## src/rtl/fft_pkg.sv

```systemverilog
// Shared FFT datapath defaults and the round-half-up / saturate helper used by
// the butterfly and the R2MDC stage controller.
package fft_pkg;

  localparam int FFT_DW   = 16;
  localparam int FFT_FRAC = 8;
  // Working width of rnd_sat; must cover the widest caller (2*DW+3 bits).
  localparam int RS_W     = 64;

  typedef struct packed {
    logic signed [RS_W-1:0] val;
    logic                   ovf;
  } rs_t;

  // Adds half an LSB then shifts arithmetically, so ties round toward +inf.
  // With sat_en=0 the value is passed through and the caller keeps the low dw bits.
  function automatic rs_t rnd_sat(input logic signed [RS_W-1:0] value,
                                  input int                     shift,
                                  input int                     dw,
                                  input logic                   sat_en);
    logic signed [RS_W-1:0] one;
    logic signed [RS_W-1:0] r;
    logic signed [RS_W-1:0] hi;
    logic signed [RS_W-1:0] lo;
    rs_t                    res;
    one = {{(RS_W-1){1'b0}}, 1'b1};
    if (shift > 0) r = (value + (one <<< (shift - 1))) >>> shift;
    else           r = value;
    hi = (one <<< (dw - 1)) - one;
    lo = -(one <<< (dw - 1));
    res.val = r;
    res.ovf = 1'b0;
    if (sat_en) begin
      if (r > hi) begin
        res.val = hi;
        res.ovf = 1'b1;
      end else if (r < lo) begin
        res.val = lo;
        res.ovf = 1'b1;
      end
    end
    return res;
  endfunction

endpackage

```

## src/rtl/cmult_pipe.sv

```systemverilog
// Two-stage complex multiplier: stage 1 registers x and W (optionally conjugated),
// stage 2 registers the four partial products at full precision.
module cmult_pipe
  import fft_pkg::*;
#(
  parameter int DW = FFT_DW
) (
  input  logic                  clk,
  input  logic                  rst_n,
  input  logic                  ce,
  input  logic signed [DW:0]    x_re,
  input  logic signed [DW:0]    x_im,
  input  logic signed [DW-1:0]  w_re,
  input  logic signed [DW-1:0]  w_im,
  input  logic                  conj,
  output logic signed [2*DW+1:0] rr,
  output logic signed [2*DW+1:0] ii,
  output logic signed [2*DW+1:0] ri,
  output logic signed [2*DW+1:0] ir
);

  localparam int PW = 2 * DW + 2;

  logic signed [DW:0] x_re_q, x_im_q, w_re_q, w_im_q;
  logic signed [DW:0] w_re_x, w_im_x, w_im_c;

  // One extra bit so that negating the most negative twiddle is exact.
  always_comb begin
    w_re_x = {w_re[DW-1], w_re};
    w_im_x = {w_im[DW-1], w_im};
    w_im_c = conj ? -w_im_x : w_im_x;
  end

  always_ff @(posedge clk or negedge rst_n) begin
    if (!rst_n) begin
      x_re_q <= '0;
      x_im_q <= '0;
      w_re_q <= '0;
      w_im_q <= '0;
      rr     <= '0;
      ii     <= '0;
      ri     <= '0;
      ir     <= '0;
    end else if (ce) begin
      x_re_q <= x_re;
      x_im_q <= x_im;
      w_re_q <= w_re_x;
      w_im_q <= w_im_c;
      rr     <= PW'(x_re_q) * PW'(w_re_q);
      ii     <= PW'(x_im_q) * PW'(w_im_q);
      ri     <= PW'(x_re_q) * PW'(w_im_q);
      ir     <= PW'(x_im_q) * PW'(w_re_q);
    end
  end

endmodule

```

## src/rtl/bf_radix2_pipe.sv

```systemverilog
// Radix-2 DIF butterfly, 3-cycle pipeline: Y0 = A+B, Y1 = (A-B)*W with
// round-half-up, optional /2 scaling, saturation and conjugate-twiddle mode.
module bf_radix2_pipe
  import fft_pkg::*;
#(
  parameter int DW     = FFT_DW,
  parameter int FRAC   = FFT_FRAC,
  parameter int OVF_EN = 1
) (
  input  logic                 clk,
  input  logic                 rst_n,
  input  logic                 ce,
  input  logic                 in_valid,
  input  logic                 scale_en,
  input  logic                 inverse,
  input  logic signed [DW-1:0] a_re,
  input  logic signed [DW-1:0] a_im,
  input  logic signed [DW-1:0] b_re,
  input  logic signed [DW-1:0] b_im,
  input  logic signed [DW-1:0] w_re,
  input  logic signed [DW-1:0] w_im,
  output logic                 out_valid,
  output logic signed [DW-1:0] y0_re,
  output logic signed [DW-1:0] y0_im,
  output logic signed [DW-1:0] y1_re,
  output logic signed [DW-1:0] y1_im,
  output logic                 ovf_sticky,
  input  logic                 ovf_clr
);

  localparam int PW = 2 * DW + 2;

  // Handshake: a sample is accepted on a rising edge with ce=1 and in_valid=1;
  // out_valid marks y* valid and, like all stages, only advances when ce=1.
  logic signed [DW:0]   sum_re_c, sum_im_c, diff_re_c, diff_im_c;
  logic signed [DW:0]   sum_re1, sum_im1, sum_re2, sum_im2;
  logic                 v1, v2, sc1, sc2;
  logic signed [PW-1:0] rr, ii, ri, ir;
  logic signed [PW:0]   p_re, p_im;
  rs_t                  y0r, y0i, y1r, y1i;
  logic                 ovf_any;

  always_comb begin
    sum_re_c  = {a_re[DW-1], a_re} + {b_re[DW-1], b_re};
    sum_im_c  = {a_im[DW-1], a_im} + {b_im[DW-1], b_im};
    diff_re_c = {a_re[DW-1], a_re} - {b_re[DW-1], b_re};
    diff_im_c = {a_im[DW-1], a_im} - {b_im[DW-1], b_im};
  end

  cmult_pipe #(.DW(DW)) u_cmult (
    .clk   (clk),
    .rst_n (rst_n),
    .ce    (ce),
    .x_re  (diff_re_c),
    .x_im  (diff_im_c),
    .w_re  (w_re),
    .w_im  (w_im),
    .conj  (inverse),
    .rr    (rr),
    .ii    (ii),
    .ri    (ri),
    .ir    (ir)
  );

  always_comb begin
    p_re    = {rr[PW-1], rr} - {ii[PW-1], ii};
    p_im    = {ri[PW-1], ri} + {ir[PW-1], ir};
    y1r     = rnd_sat(RS_W'(p_re), FRAC + int'(sc2), DW, OVF_EN != 0);
    y1i     = rnd_sat(RS_W'(p_im), FRAC + int'(sc2), DW, OVF_EN != 0);
    y0r     = rnd_sat(RS_W'(sum_re2), int'(sc2), DW, OVF_EN != 0);
    y0i     = rnd_sat(RS_W'(sum_im2), int'(sc2), DW, OVF_EN != 0);
    ovf_any = y0r.ovf | y0i.ovf | y1r.ovf | y1i.ovf;
  end

  always_ff @(posedge clk or negedge rst_n) begin
    if (!rst_n) begin
      sum_re1   <= '0;
      sum_im1   <= '0;
      sum_re2   <= '0;
      sum_im2   <= '0;
      v1        <= 1'b0;
      v2        <= 1'b0;
      sc1       <= 1'b0;
      sc2       <= 1'b0;
      out_valid <= 1'b0;
      y0_re     <= '0;
      y0_im     <= '0;
      y1_re     <= '0;
      y1_im     <= '0;
    end else if (ce) begin
      sum_re1   <= sum_re_c;
      sum_im1   <= sum_im_c;
      sum_re2   <= sum_re1;
      sum_im2   <= sum_im1;
      v1        <= in_valid;
      v2        <= v1;
      sc1       <= scale_en;
      sc2       <= sc1;
      out_valid <= v2;
      if (v2) begin
        y0_re <= DW'(y0r.val);
        y0_im <= DW'(y0i.val);
        y1_re <= DW'(y1r.val);
        y1_im <= DW'(y1i.val);
      end
    end
  end

  // Clear is independent of ce and beats a same-cycle set.
  always_ff @(posedge clk or negedge rst_n) begin
    if (!rst_n)                      ovf_sticky <= 1'b0;
    else if (ovf_clr)                ovf_sticky <= 1'b0;
    else if (ce && v2 && ovf_any)    ovf_sticky <= 1'b1;
  end

endmodule
```

## config.mk

```make
export PLATFORM = sky130hd
export DESIGN_NAME = bf_radix2_pipe
export DESIGN_NICKNAME = d
export VERILOG_FILES = /design/src/rtl/fft_pkg.sv /design/src/rtl/cmult_pipe.sv /design/src/rtl/bf_radix2_pipe.sv
export SDC_FILE = /design/constraint.sdc
export NUM_CORES = 2
export LEC_CHECK = 0
export ABC_CLOCK_PERIOD_IN_PS = 16800
export CAP_MARGIN = 25
export CORE_MARGIN = 2
export CORE_UTILIZATION = 55
export CTS_BUF_LIST = sky130_fd_sc_hd__clkbuf_8 sky130_fd_sc_hd__clkbuf_16
export CTS_CLUSTER_SIZE = 12
export DETAILED_ROUTE_END_ITERATION = 8
export GPL_TIMING_DRIVEN = 0
export HOLD_SLACK_MARGIN = 0.12
export PLACE_DENSITY = 0.72
export SYNTH_ARGS = -nofsm -noshare
export SYNTH_HDL_FRONTEND = slang
export SYNTH_HIERARCHICAL = 1
export SYNTH_SLANG_ARGS = --single-unit
```

## constraint.sdc

```tcl
create_clock -name clk -period 16.8 [get_ports clk]
set_input_delay 2.52 -clock clk [delete_from_list [all_inputs] [get_ports clk]]
set_output_delay 2.52 -clock clk [all_outputs]
set_load 0.01 [all_outputs]
```

==> impl_metrics.env <==
export IMPL_final_max_slew_viol_count=0
export IMPL_maxCapViolations=0
export IMPL_cts_tree="built"
export IMPL_gr_total_overflow=0
export IMPL_finalClockSkew_ns=0.0608
export IMPL_cts_setup_buffers=0
export IMPL_drive_above_1_share=0.0526
export IMPL_hpwlAfterDp_um=203000
export IMPL_wl_um=245000
export IMPL_yosysWarnings=6
export IMPL_cts_buffers=44
export IMPL_synth_top_area_frac=0.345
export IMPL_cts_hold_buf=0
export IMPL_final_period_utilization=0.541
export IMPL_core_area_sq_um=120000
export IMPL_clkTransAtPathRegs_ns=0.06
export IMPL_synthesis_area_sq_um=66800
export IMPL_start_util=0.555
export IMPL_synth_fa_ha_area_frac=0.439
export IMPL_finalCriticalPeriod_ns=9.09
export IMPL_m1WireLength_um=91400
export IMPL_dr_pass1_iters=6
export IMPL_finalHoldViolations=0
export IMPL_wl_met3_um=25800
export IMPL_final_nets=9485
export IMPL_synth_cell_types=115
export IMPL_clock_sinks=339
export IMPL_synth_compound_area_frac=0.100
export IMPL_drc=0
export IMPL_worstSetupPathType="register to register"
export IMPL_grt_max_degree=113
export IMPL_max_slew_margin=0.186
export IMPL_grt_setup_unrepaired="no"
export IMPL_cts_root_buf="clkbuf_16"
export IMPL_die_area_sq_um=124000
export IMPL_yosysTopAreaCell="fa_1"
export IMPL_min_path_type="register to register"
export IMPL_setup_violations=0
export IMPL_tightest_slew_ns=1.22
export IMPL_grt_pass1_wl_um=363000
export IMPL_io_pins=169
export IMPL_ant_nets=0
export IMPL_die_x_um=353
export IMPL_fill_cells=10800
export IMPL_synth_main_ff_cell="dfrtp_1"
export IMPL_cts_buffer_depth=3
export IMPL_synth_seq_cells=339
export IMPL_syn_inst=7474
export IMPL_synth_area_leaders="fa_1, dfrtp_1, ha_1"
export IMPL_cts_htree_levels=2
export IMPL_grt_pass1_vias=56500
export IMPL_synth_top_family_by_area="adder cells"
export IMPL_wl_per_cell_um=26.1
export IMPL_required_ns=17.35
export IMPL_top_layer_used="met5"
export IMPL_drt_vias_per_instance=5.90
export IMPL_synth_area_per_cell_sq_um=8.94
export IMPL_num_vias=55400
export IMPL_gp_congestion=1.03
export IMPL_critPathCaptureType="register"
export IMPL_worstPathArrival_ns=9.64
export IMPL_synth_edf_count=0
export IMPL_rows=127
export IMPL_tns_ns=0
export IMPL_drt_initial_drc_count=5348
export IMPL_insertion_delay_ns=0.67
export IMPL_synth_seq_area_share=0.127
export IMPL_path_max_fanout=10
export IMPL_synth_xor_area_frac=0.0350
export IMPL_areaGrowthSynthToFinish_pct=8.89
export IMPL_status="complete, no violations"
export IMPL_dieHeight_um=353
export IMPL_grt_usage=0.399
export IMPL_synthesis_nets=9232
export IMPL_io_buffers=168
export IMPL_synth_mux_area_frac=0.0347
export IMPL_worst_setup_path_start_kind="register"
export IMPL_antenna_found_initial=36
export IMPL_max_freq_mhz=110
export IMPL_ys_async_sr_fraction=1.00
export IMPL_dr_wl_met2_um=104000
export IMPL_synthSimpleGateAreaFrac=0.160
export IMPL_cts_repair_resized=0
==> cells in the mapped netlist (38+ instances only) <==
cell type,number
nand2b_1,42
xnor2_1,194
ha_1,505
nand4_1,66
inv_1,1482
nand2_1,790
xor2_1,71
o21ai_0,207
nor2_1,287
a21o_1,65
o21bai_1,38
mux2_2,186
and3_1,41
clkbuf_1,330
nand3_1,93
fa_1,1150
and2_1,582
dfrtp_1,339
nor3_1,57
a21oi_1,339
==> area by class of cell <==
type,count,area [sq um],share of cell area
plain buffers,360,1400,0.0193
flip-flops and latches,339,8480,0.117
repair buffers,207,2290,0.0314
diodes,15,37.5,0.000516
clock buffers,53,1220,0.0168
multi-input cells,5290,51400,0.706
inverters,1485,5570,0.0766
clock inverters,26,329,0.00452
well taps,1612,2020,0.0277
==> kinds of logic after synthesis <==
family,after synthesis
and+or+nand+nor,2134
buffers and inverters,1845
adders and majority gates,1655
AOI/OAI and AO/OA,1028
DFF,339
xor gates and xnor gates,266
muxes,207
==> stage by stage <==
stage | setup WS, ns | hold WS (ns) | util | cell area (sq um) | instances
floorplan | 10.28 | 0.449 | - | 66800 | 7474
global placement | -2.44 | 0.463 | 0.586 | 70500 | 9254
detailed placement | 8.02 | 0.466 | 0.591 | 71100 | 9287
CTS | 7.97 | 0.480 | 0.604 | 72600 | 9366
global route | 7.54 | 0.499 | 0.605 | 72700 | 9373
finish | 7.71 | 0.478 | 0.605 | 72700 | 9387
==> path summary, 6_finish.rpt <==
check / start / to / slack, ns / depth (start not counted)
min reg2reg: y0_im[11]$_DFFE_PN0P_ / y0_im[11]$_DFFE_PN0P_ / 0.48 / 2
min: y0_im[11]$_DFFE_PN0P_ / y0_im[11]$_DFFE_PN0P_ / 0.48 / 2
max reg2reg: u_cmult/w_im_q[10]$_DFFE_PN0P_ / u_cmult/ri[30]$_DFFE_PN0P_ / 7.71 / 21
max in group asynchronous: rst_n / u_cmult/w_re_q[5]$_DFFE_PN0P_ / 13.67 / 3
min in group asynchronous: rst_n / sum_re2[12]$_DFFE_PN0P_ / 1.69 / 1
max: u_cmult/w_im_q[10]$_DFFE_PN0P_ / u_cmult/ri[30]$_DFFE_PN0P_ / 7.71 / 21
==> metal layers <==
metal,vias to the layer above,global-route usage
met3,728,0.107
met5,-,0
met1,27700,0.496
li1,24000,-
met4,24,0.311
met2,2943,0.591
==> cell usage in the layout, fill, tap and decap left out, types with 57 or more instances in the layout <==
cell / n
mux2_2: 186
xor2_1: 71
fa_1: 1150
and2_1: 582
ha_1: 505
xnor2_1: 191
nand4_1: 66
nor3_1: 57
clkbuf_1: 323
a21o_1: 65
a21oi_1: 339
inv_1: 1488
nand3_1: 93
nand2_1: 790
nor2_1: 287
dfrtp_1: 339
o21ai_0: 207
clkdlybuf4s50_1: 167
==> worst max-delay path, cell delays in order, from the launching register on <==
cell and delay [ns]:
dfrtp_1 0.31, clkbuf_1 0.61, clkbuf_1 0.97, nand2_1 0.19, fa_1 0.61, inv_1 0.06, fa_1 0.52, fa_1 0.47
fa_1 0.52, fa_1 0.54, inv_1 0.05, fa_1 0.63, inv_1 0.07, ha_1 0.39, and4_1 0.29, nand3_1 0.11
a211oi_1 0.77, nor2_1 0.32, o211ai_1 0.33, a21oi_1 0.15, xnor2_2 0.75, mux2_2 0.30
==> sequential cells by signal (all words and copies together), names as in the netlist, 16 cells and up <==
register	count
u_cmult/ii	34
u_cmult/ri	34
u_cmult/ir	33
u_cmult/rr	33
sum_im1	17
sum_im2	17
sum_re1	17
sum_re2	17
u_cmult/w_im_q	17
u_cmult/x_im_q	17
u_cmult/x_re_q	17
u_cmult/w_re_q	16
y0_im	16
y0_re	16
y1_im	16
y1_re	16
Power is left out: the tool's default activity adds up to more than one toggle a clock period on the data nets, which glitch-free logic cannot reach.
